`config.mk`:
```
export PLATFORM = sky130hd
export DESIGN_NAME = pipeline_stall_ctrl_flat
export DESIGN_NICKNAME = d
export VERILOG_FILES = /design/src/rtl/pipeline_stall_ctrl_if.sv /design/src/rtl/pipeline_stall_ctrl.sv /design/src/flat_wrapper.sv
export SDC_FILE = /design/constraint.sdc
export NUM_CORES = 1
export LEC_CHECK = 0
export CAP_MARGIN = 40
export CELL_PAD_IN_SITES_DETAIL_PLACEMENT = 1
export CELL_PAD_IN_SITES_GLOBAL_PLACEMENT = 2
export CORE_MARGIN = 4
export CORE_UTILIZATION = 27
export DETAILED_ROUTE_END_ITERATION = 16
export GPL_ROUTABILITY_DRIVEN = 0
export PLACE_DENSITY_LB_ADDON = 0.08
export SETUP_SLACK_MARGIN = 0.15
export SYNTH_ARGS = -nofsm -noshare
export SYNTH_HDL_FRONTEND = slang
export SYNTH_SLANG_ARGS = --single-unit
```
`constraint.sdc`:
```
create_clock -name clk -period 1.8 [get_ports clk]
set_input_delay 0.18 -clock clk [delete_from_list [all_inputs] [get_ports clk]]
set_output_delay 0.18 -clock clk [all_outputs]
set_load 0.02 [all_outputs]
```
`src/rtl/pipeline_stall_ctrl_if.sv`:
```
// ---------------------------------------------------------------------------
// pipeline_stall_ctrl_if
// Bundles the hazard inputs and pipeline-enable outputs of the central
// stall/flush sequencer.
//   master : pipeline side. Drives the hazard/memory status and receives the
//            register enables.
//   slave  : sequencer side. Receives the status and drives the enables,
//            the timeout flag and the stall counter.
// Signals:
//   IDEXMemRead, IDEXrd        load in EX and its destination register
//   IFIDrs1, IFIDrs2           source registers of the instruction in ID
//   branch_taken               taken branch/jump resolved in EX (pulse)
//   dmem_req, dmem_ready       data-memory access issued / completing
//   PCWrite, IFIDWrite         PC and IF/ID load enables
//   IFIDFlush                  IF/ID loads a NOP
//   mux_control                0 = ID/EX loads a bubble
//   EXMEMWrite                 EX/MEM and MEM/WB load enable
//   mem_timeout                sticky data-memory timeout error
//   stall_cycles               saturating count of cycles with PCWrite==0
// ---------------------------------------------------------------------------
interface pipeline_stall_ctrl_if #(
    parameter int CNT_W = 32
);
    logic             IDEXMemRead;
    logic [4:0]       IDEXrd;
    logic [4:0]       IFIDrs1;
    logic [4:0]       IFIDrs2;
    logic             branch_taken;
    logic             dmem_req;
    logic             dmem_ready;
    logic             PCWrite;
    logic             IFIDWrite;
    logic             IFIDFlush;
    logic             mux_control;
    logic             EXMEMWrite;
    logic             mem_timeout;
    logic [CNT_W-1:0] stall_cycles;

    modport master (
        output IDEXMemRead, IDEXrd, IFIDrs1, IFIDrs2,
               branch_taken, dmem_req, dmem_ready,
        input  PCWrite, IFIDWrite, IFIDFlush, mux_control,
               EXMEMWrite, mem_timeout, stall_cycles
    );

    modport slave (
        input  IDEXMemRead, IDEXrd, IFIDrs1, IFIDrs2,
               branch_taken, dmem_req, dmem_ready,
        output PCWrite, IFIDWrite, IFIDFlush, mux_control,
               EXMEMWrite, mem_timeout, stall_cycles
    );
endinterface

```
`src/rtl/pipeline_stall_ctrl.sv`:
```
// ---------------------------------------------------------------------------
// pipeline_stall_ctrl
// Central stall/flush sequencer for the 5-stage RISC-V pipeline. Merges
// load-use hazard stalls, taken-branch flushes and multi-cycle data-memory
// waits into one set of pipeline-register enables. It also flags a sticky
// memory timeout and counts the cycles in which the PC is held.
// Parameters:
//   TIMEOUT  maximum consecutive dmem wait cycles before the error (>= 2)
//   CNT_W    width of the saturating stall_cycles counter
// Ports:
//   clk      pipeline clock, rising edge
//   rst      asynchronous reset, active-high
//   bus      slave side of pipeline_stall_ctrl_if
// The enables are decoded combinationally from the state and the current
// inputs. This lets a hazard seen in ID stall the pipeline in the same cycle.
// ---------------------------------------------------------------------------
module pipeline_stall_ctrl #(
    parameter int TIMEOUT = 16,
    parameter int CNT_W   = 32
) (
    input  logic                  clk,
    input  logic                  rst,
    pipeline_stall_ctrl_if.slave  bus
);
    localparam int WAIT_W = $clog2(TIMEOUT + 1);

    typedef enum logic [2:0] {INIT, RUN, MEM_WAIT, FLUSH, ERR} state_t;

    state_t             state;
    logic               flush_pend;
    logic [WAIT_W-1:0]  wait_cnt;
    logic               timeout_q;
    logic [CNT_W-1:0]   stall_q;

    logic load_use;
    logic mem_miss;
    logic pc_wr;
    logic ifid_wr;
    logic ifid_flush;
    logic mux_ctl;
    logic exmem_wr;

    // x0 is hard-wired to zero, so a load targeting it never creates a hazard.
    always_comb begin
        load_use = bus.IDEXMemRead && (bus.IDEXrd != 5'd0) &&
                   ((bus.IDEXrd == bus.IFIDrs1) || (bus.IDEXrd == bus.IFIDrs2));
        mem_miss = bus.dmem_req && !bus.dmem_ready;
    end

    always_comb begin
        pc_wr      = 1'b1;
        ifid_wr    = 1'b1;
        ifid_flush = 1'b0;
        mux_ctl    = 1'b1;
        exmem_wr   = 1'b1;
        case (state)
            INIT, FLUSH: begin
                ifid_flush = 1'b1;
                mux_ctl    = 1'b0;
            end
            RUN: begin
                if (mem_miss) begin
                    pc_wr    = 1'b0;
                    ifid_wr  = 1'b0;
                    exmem_wr = 1'b0;
                end else if (bus.branch_taken) begin
                    // The instruction that would have stalled is squashed anyway.
                    ifid_flush = 1'b1;
                    mux_ctl    = 1'b0;
                end else if (load_use) begin
                    pc_wr   = 1'b0;
                    ifid_wr = 1'b0;
                    mux_ctl = 1'b0;
                end
            end
            MEM_WAIT: begin
                // Only the memory side advances on completion. Upstream stays held.
                pc_wr    = 1'b0;
                ifid_wr  = 1'b0;
                exmem_wr = bus.dmem_ready;
            end
            default: begin
                pc_wr    = 1'b0;
                ifid_wr  = 1'b0;
                mux_ctl  = 1'b0;
                exmem_wr = 1'b0;
            end
        endcase
    end

    always_ff @(posedge clk or posedge rst) begin
        if (rst) begin
            state      <= INIT;
            flush_pend <= 1'b0;
            wait_cnt   <= '0;
            timeout_q  <= 1'b0;
            stall_q    <= '0;
        end else begin
            if (!pc_wr && (stall_q != {CNT_W{1'b1}}))
                stall_q <= stall_q + 1'b1;
            case (state)
                INIT: state <= RUN;
                RUN: begin
                    if (mem_miss) begin
                        // The miss cycle itself is the first wait cycle.
                        wait_cnt <= WAIT_W'(1);
                        // Capture the branch pulse. EX is frozen until memory completes.
                        if (bus.branch_taken)
                            flush_pend <= 1'b1;
                        state <= MEM_WAIT;
                    end
                end
                MEM_WAIT: begin
                    if (bus.dmem_ready) begin
                        wait_cnt <= '0;
                        state    <= flush_pend ? FLUSH : RUN;
                    end else if (wait_cnt == WAIT_W'(TIMEOUT - 1)) begin
                        timeout_q <= 1'b1;
                        state     <= ERR;
                    end else begin
                        wait_cnt <= wait_cnt + WAIT_W'(1);
                    end
                end
                FLUSH: begin
                    flush_pend <= 1'b0;
                    state      <= RUN;
                end
                default: state <= ERR;
            endcase
        end
    end

    assign bus.PCWrite      = pc_wr;
    assign bus.IFIDWrite    = ifid_wr;
    assign bus.IFIDFlush    = ifid_flush;
    assign bus.mux_control  = mux_ctl;
    assign bus.EXMEMWrite   = exmem_wr;
    assign bus.mem_timeout  = timeout_q;
    assign bus.stall_cycles = stall_q;
endmodule

```
`src/flat_wrapper.sv`:
```
// flat-port wrapper written by rule: the top's interface ports become plain ports
module pipeline_stall_ctrl_flat 
#(
    parameter int TIMEOUT = 16,
    parameter int CNT_W   = 32
)
  (clk, rst, bus_IDEXMemRead, bus_IDEXrd, bus_IFIDrs1, bus_IFIDrs2, bus_branch_taken, bus_dmem_req, bus_dmem_ready, bus_PCWrite, bus_IFIDWrite, bus_IFIDFlush, bus_mux_control, bus_EXMEMWrite, bus_mem_timeout, bus_stall_cycles);
  pipeline_stall_ctrl_if #(.CNT_W(CNT_W)) bus_i ();
  input  logic clk;
  input  logic rst;
  input wire logic [$bits(bus_i.IDEXMemRead)-1:0] bus_IDEXMemRead;
  input wire logic [$bits(bus_i.IDEXrd)-1:0] bus_IDEXrd;
  input wire logic [$bits(bus_i.IFIDrs1)-1:0] bus_IFIDrs1;
  input wire logic [$bits(bus_i.IFIDrs2)-1:0] bus_IFIDrs2;
  input wire logic [$bits(bus_i.branch_taken)-1:0] bus_branch_taken;
  input wire logic [$bits(bus_i.dmem_req)-1:0] bus_dmem_req;
  input wire logic [$bits(bus_i.dmem_ready)-1:0] bus_dmem_ready;
  output wire logic [$bits(bus_i.PCWrite)-1:0] bus_PCWrite;
  output wire logic [$bits(bus_i.IFIDWrite)-1:0] bus_IFIDWrite;
  output wire logic [$bits(bus_i.IFIDFlush)-1:0] bus_IFIDFlush;
  output wire logic [$bits(bus_i.mux_control)-1:0] bus_mux_control;
  output wire logic [$bits(bus_i.EXMEMWrite)-1:0] bus_EXMEMWrite;
  output wire logic [$bits(bus_i.mem_timeout)-1:0] bus_mem_timeout;
  output wire logic [$bits(bus_i.stall_cycles)-1:0] bus_stall_cycles;
  assign bus_i.IDEXMemRead = bus_IDEXMemRead;
  assign bus_i.IDEXrd = bus_IDEXrd;
  assign bus_i.IFIDrs1 = bus_IFIDrs1;
  assign bus_i.IFIDrs2 = bus_IFIDrs2;
  assign bus_i.branch_taken = bus_branch_taken;
  assign bus_i.dmem_req = bus_dmem_req;
  assign bus_i.dmem_ready = bus_dmem_ready;
  assign bus_PCWrite = bus_i.PCWrite;
  assign bus_IFIDWrite = bus_i.IFIDWrite;
  assign bus_IFIDFlush = bus_i.IFIDFlush;
  assign bus_mux_control = bus_i.mux_control;
  assign bus_EXMEMWrite = bus_i.EXMEMWrite;
  assign bus_mem_timeout = bus_i.mem_timeout;
  assign bus_stall_cycles = bus_i.stall_cycles;
  pipeline_stall_ctrl #(.TIMEOUT(TIMEOUT), .CNT_W(CNT_W)) u_core (.clk(clk), .rst(rst), .bus(bus_i));
endmodule
```
After elaboration in Yosys (flattened, before gate mapping). Cells that the tools add are included.

Register bits: 42. Output and inout port bits: 38.

Add/subtract/negate cells: 2. Eq/ne operators: 11. Muxes and demuxes: 24. Bitwise logic cells: 1. Reductions and logical operators: 16.

Operators with widths (number): 32-bit by 1-bit adder with 32-bit output, second input constant (1); 32-bit inequality test, second input constant (1); 5-bit two-way mux (3); 5-bit == test (2); 1-bit two-way mux (10); 5-bit one-hot mux with 2 select lines (1); 3-bit two-way mux (3); 3-bit one-hot mux with 3 select lines (1); 3-bit AND reduction (3); 1-bit one-hot mux with 2 select lines (4); 3-bit by 2-bit == test with 1-bit output, second input constant (2); 5-bit by 1-bit adder with 5-bit output, second input constant (1); 5-bit by 4-bit == test with 1-bit output, second input constant (1); 5-bit nonzero test (1); 1-bit logical AND (4); 2-bit nonzero test (2); 3-bit by 1-bit == test with 1-bit output, second input constant (1); 3-bit logical NOT (1); 3-bit by 2-bit inequality test with 1-bit output, second input constant (1); 3-bit inequality test, second input constant (1); 1-bit one-hot mux with 3 select lines (1); 1-bit logical NOT (2); 2-bit two-way mux (1); 2-bit by 1-bit inequality test with 1-bit output, second input constant (1); other kinds (5) (5).

Longest topological paths before layout.
Depth after elaboration: 9. Depth in mapped cells: 9.

Worst setup path after synthesis. Ideal clock, no wire load.

Path kind: reg-to-reg. From: reg u_core.stall_q[0], in the netlist u_core.bus.stall_cycles[0]. To: reg u_core.stall_q[7], in the netlist u_core.bus.stall_cycles[7]. Setup time: 0.131 ns. Data arrival time: 2.020 ns. Setup slack: -0.351 ns. Cell stages (with the launch flop): 10. Cells stage by stage: dfrtp_1 > ha_1 > and4_1 > buf_4 > nand4_1 > nor4_1 > a211oi_2 > buf_6 > nand4_1 > xnor2_1.

Cells in the longest elaborated chain, start to end: 2. Elaborated cells on any way between the ends: 3.

RTL lines: start: declaration (line pipeline_stall_ctrl.sv:33) `logic [CNT_W-1:0] stall_q;`; start signal: assignment (line pipeline_stall_ctrl.sv:100) `stall_q <= stall_q + 1'b1;`; parallel branches: the longest is 2 deep, another holds 32-bit by 1-bit adder with 32-bit output.

Parallel ways; which one is timed is not known. A chain may end at the register's enable or synchronous reset.

Final worst setup path.
From: reg u_core.state[1]. To: reg u_core.stall_q[17], in the netlist u_core.bus.stall_cycles[17].

Cells in the longest elaborated chain, start to end: 5. Elaborated cells on any way between the ends: 7.

RTL lines: start: declaration (line pipeline_stall_ctrl.sv:29) `state_t state;`; start signal: assignment (line pipeline_stall_ctrl.sv:116) `state <= flush_pend ? FLUSH : RUN;`; 3-bit by 2-bit == test with 1-bit output or 3-bit logical NOT (tied branches) (line pipeline_stall_ctrl.sv:56) `case (state)`; 2-bit OR reduction (no line); 1-bit one-hot mux with 2 select lines (*) (line pipeline_stall_ctrl.sv:56); 1-bit logical NOT (*) (line pipeline_stall_ctrl.sv:99) `if (!pc_wr && (stall_q != {CNT_W{1'b1}}))`; 1-bit logical AND (*) (line pipeline_stall_ctrl.sv:99).

Mark *: on every way between the ends. The rest lies on a longest branch, timed or not.

==> flow_summary.ini <==
[timing]
rsz0062_at_grt = yes
max_clock_freq_mhz = 529.9
period_share_pct = 104.8
timing.final.ws_setup_ps = -87.03
hold_viol_final = 0
setup_viol = 26
slew_headroom_pct = 77.00
finClkSkew_ps = 7.853
finalMaxSlewViolations = 0
min_period_ps = 1887
tightest_slew_ps = 345.0

[synth]
yosysTopAreaCell = dfrtp_1
synth_ff_type = dfrtp_1
synth_area_per_cell_um2 = 10.35
synth_top_cell_area_share_pct = 44.75
yosys-top-cells-area = dfrtp_1 (45%), xnor2_1 (11%), xor2_1 (4.5%)
ys_warn_count = 0
syn_nets = 251
synthDistinctLibCells = 41
synth_cells = 227
yosysSeqAreaShare_pct = 44.75
netlist_area_mm2 = 0.002349
synth_seq_cells = 42
synthArstFlopShare_pct = 100.0
synth_edf_count = 0

[placement]
dp.cells = 449
dp_hpwl_mm = 5.141
place_area_mm2 = 0.003615
io_buffers = 58

[global_route]
grt_pass1_vias = 2441
use_met1_pct = 19.02
grt.met3_usage_pct = 2.479
gr-usage-met2_pct = 25.10
grt_max_degree = 43
overflow = 0
grt-busiest-layer = met2
grt_first_pass_wirelength_mm = 11.93
grt.total_usage_pct = 14.46
antenna_found_initial = 0

[worst_setup_path]
cp.arrival_ps = 2070
cp_max_fo = 5
critPathCaptureType = register
crit_required_ps = 1980
critPathLaunchType = register
path_class = reg -> reg

[floorplan]
die_h_um = 101.3
boundaryPins = 59
die_w_um = 101.3
std_cell_rows = 33
die-area_mm2 = 0.01025
initial_core_util_pct = 28.16
core_area_mm2 = 0.008341

[final_layout]
final_cells = 472
syn2layout_area_growth_pct = 74.75
final_common_cell = buf_4
final_area_mm2 = 0.004104
insertedDiodeCount = 0
mostFrequentLayoutCells = buf_4 (70), dfrtp_1 (38), clkdlybuf4s50_1 (31)
fin_util_pct = 49.20
layout-drive-gt1-share_pct = 42.78
fin_nets = 390
fillers = 930

[power]
leakagePower_nw = 1.920
power_density_mw_per_mm2 = 649.4
peakVddDrop_mv = 0.4978

[clock_network]
cts_root_buf = clkbuf_8
clock_sinks = 42
clk_latency_ps = 290
postCtsHoldBufs = 0
ctsHtreeMaxLevel = 2
clk_pin_slew_ps = 90
cts_buffers = 5
cts_tree = yes
cts_buffer_depth = 2

[drt]
dr.pass1.iters = 4
drt-total-wl_mm = 7.202
drt_iter0_drc = 42
wl_per_cell_um = 15.26
num_vias = 2239
drc_errors = 0
antenna_left = 0
viasPerCell = 4.744

[hold_path]
hold_class = in -> async

[run_status]
failed_checks = negative setup slack
status = finished, violations left

[job]
drv_cap = 0
-- routing by layer --
metal	up-vias	share of wire [%]
met2	38	51
met3	2	3.2
met4	0	0.40
met1	1112	46
met5	-	0
li1	1087	-
-- final timing paths --
| path | start | end | slack, ps | cells after the start |
|---|---|---|---|---|
| setup / recovery | u_core.state[1] | u_core.bus.stall_cycles[17] | -90 | 8 |
| hold / removal | rst | u_core.bus.stall_cycles[31] | 250 | 3 |
| setup reg to reg | u_core.state[1] | u_core.bus.stall_cycles[17] | -90 | 8 |
| hold reg to reg | u_core.bus.mem_timeout | u_core.bus.mem_timeout | 480 | 1 |
| max in group asynchronous | rst | u_core.state[0] | 1330 | 3 |
| min in group clk | bus_dmem_ready | u_core.wait_cnt[2] | 460 | 4 |
-- state kept, by name (all words and copies together), names as in the netlist --
register                 flops
u_core.bus.stall_cycles     32
u_core.wait_cnt              5
u_core.state                 3
u_core.bus.mem_timeout       1
u_core.flush_pend            1
-- through the flow --
step           power (mW)  setup slack (ps)  hold slack [ps]  setup TNS (ps)
4_1_cts             2.648            -104.5            255.0           -1807
3_3_place_gp        1.905            -713.4            451.3          -16820
6_report            2.665            -87.03            250.5           -1161
5_1_grt             2.833            -185.9            302.7           -4513
3_5_place_dp        1.926            -727.5            468.8          -17040
2_1_floorplan       1.489            -204.5            367.2           -5020
-- cell usage after synthesis (2+ instances only) --
| cell type | instances |
|---|---|
| buf_4 | 2 |
| nand4b_1 | 2 |
| and3_1 | 6 |
| nand3_1 | 13 |
| nor2b_1 | 6 |
| inv_1 | 3 |
| xor2_1 | 12 |
| nand4_1 | 16 |
| a21oi_1 | 5 |
| nor2_1 | 16 |
| nand3b_1 | 2 |
| nand2b_1 | 7 |
| and4_1 | 7 |
| a22o_1 | 2 |
| xnor2_1 | 29 |
| nand2_1 | 14 |
| ha_1 | 3 |
| nor3_1 | 6 |
| dfrtp_1 | 42 |
| nor3_2 | 2 |
| clkbuf_1 | 4 |
| o21ai_0 | 7 |
| buf_6 | 2 |
| mux2_2 | 2 |
-- critical path: stages (launching register included) --
cell	delay, ps
dfrtp_2	450
nor4bb_4	280
nor3_2	80
o31a_1	140
a211oi_4	300
buf_6	180
clkbuf_16	150
nand3_2	80
xnor2_1	120
-- power breakdown --
| part | switching [mW] | total, mW | internal, mW |
|---|---|---|---|
| Clock | 0.346 | 0.620 | 0.275 |
| Sequential | 0.0789 | 1.11 | 1.03 |
| Combinational | 0.426 | 0.938 | 0.512 |
| Total | 0.851 | 2.67 | 1.81 |
-- what timing repair did --
item / CTS / global route
pin swaps: 29 / 23
setup buffers: 5 / 8
hold endpoints to repair: 0 / 0
resized for setup: 81 / 38
cloned: 1 / 1
endpoints found under the setup margin: 40 / 44
-- cells by family (layout without fill, tap and decap cells) --
group / after synthesis / in the layout / synth area share (%)
compound gates: 24 / 24 / 8.152
buf+inv: 11 / 151 / 2.717
flops: 42 / 42 / 44.75
fa+ha+maj: 3 / 3 / 1.598
simple gates: 104 / 104 / 26.53
mux: 2 / 2 / 0.9589
xor+xnor: 41 / 41 / 15.29
-- area by class of cell --
class	count	area, um2	area share [%]
sequential	42	1056	25.73
clock buffer	6	72.57	1.768
timing repair buffer	140	1294	31.52
clock inverter	2	13.76	0.3354
inverter	3	11.26	0.2744
multi-input combinational	174	1525	37.16
tap	105	131.4	3.201
No activity file was read; power rests on OpenSTA's default activity.
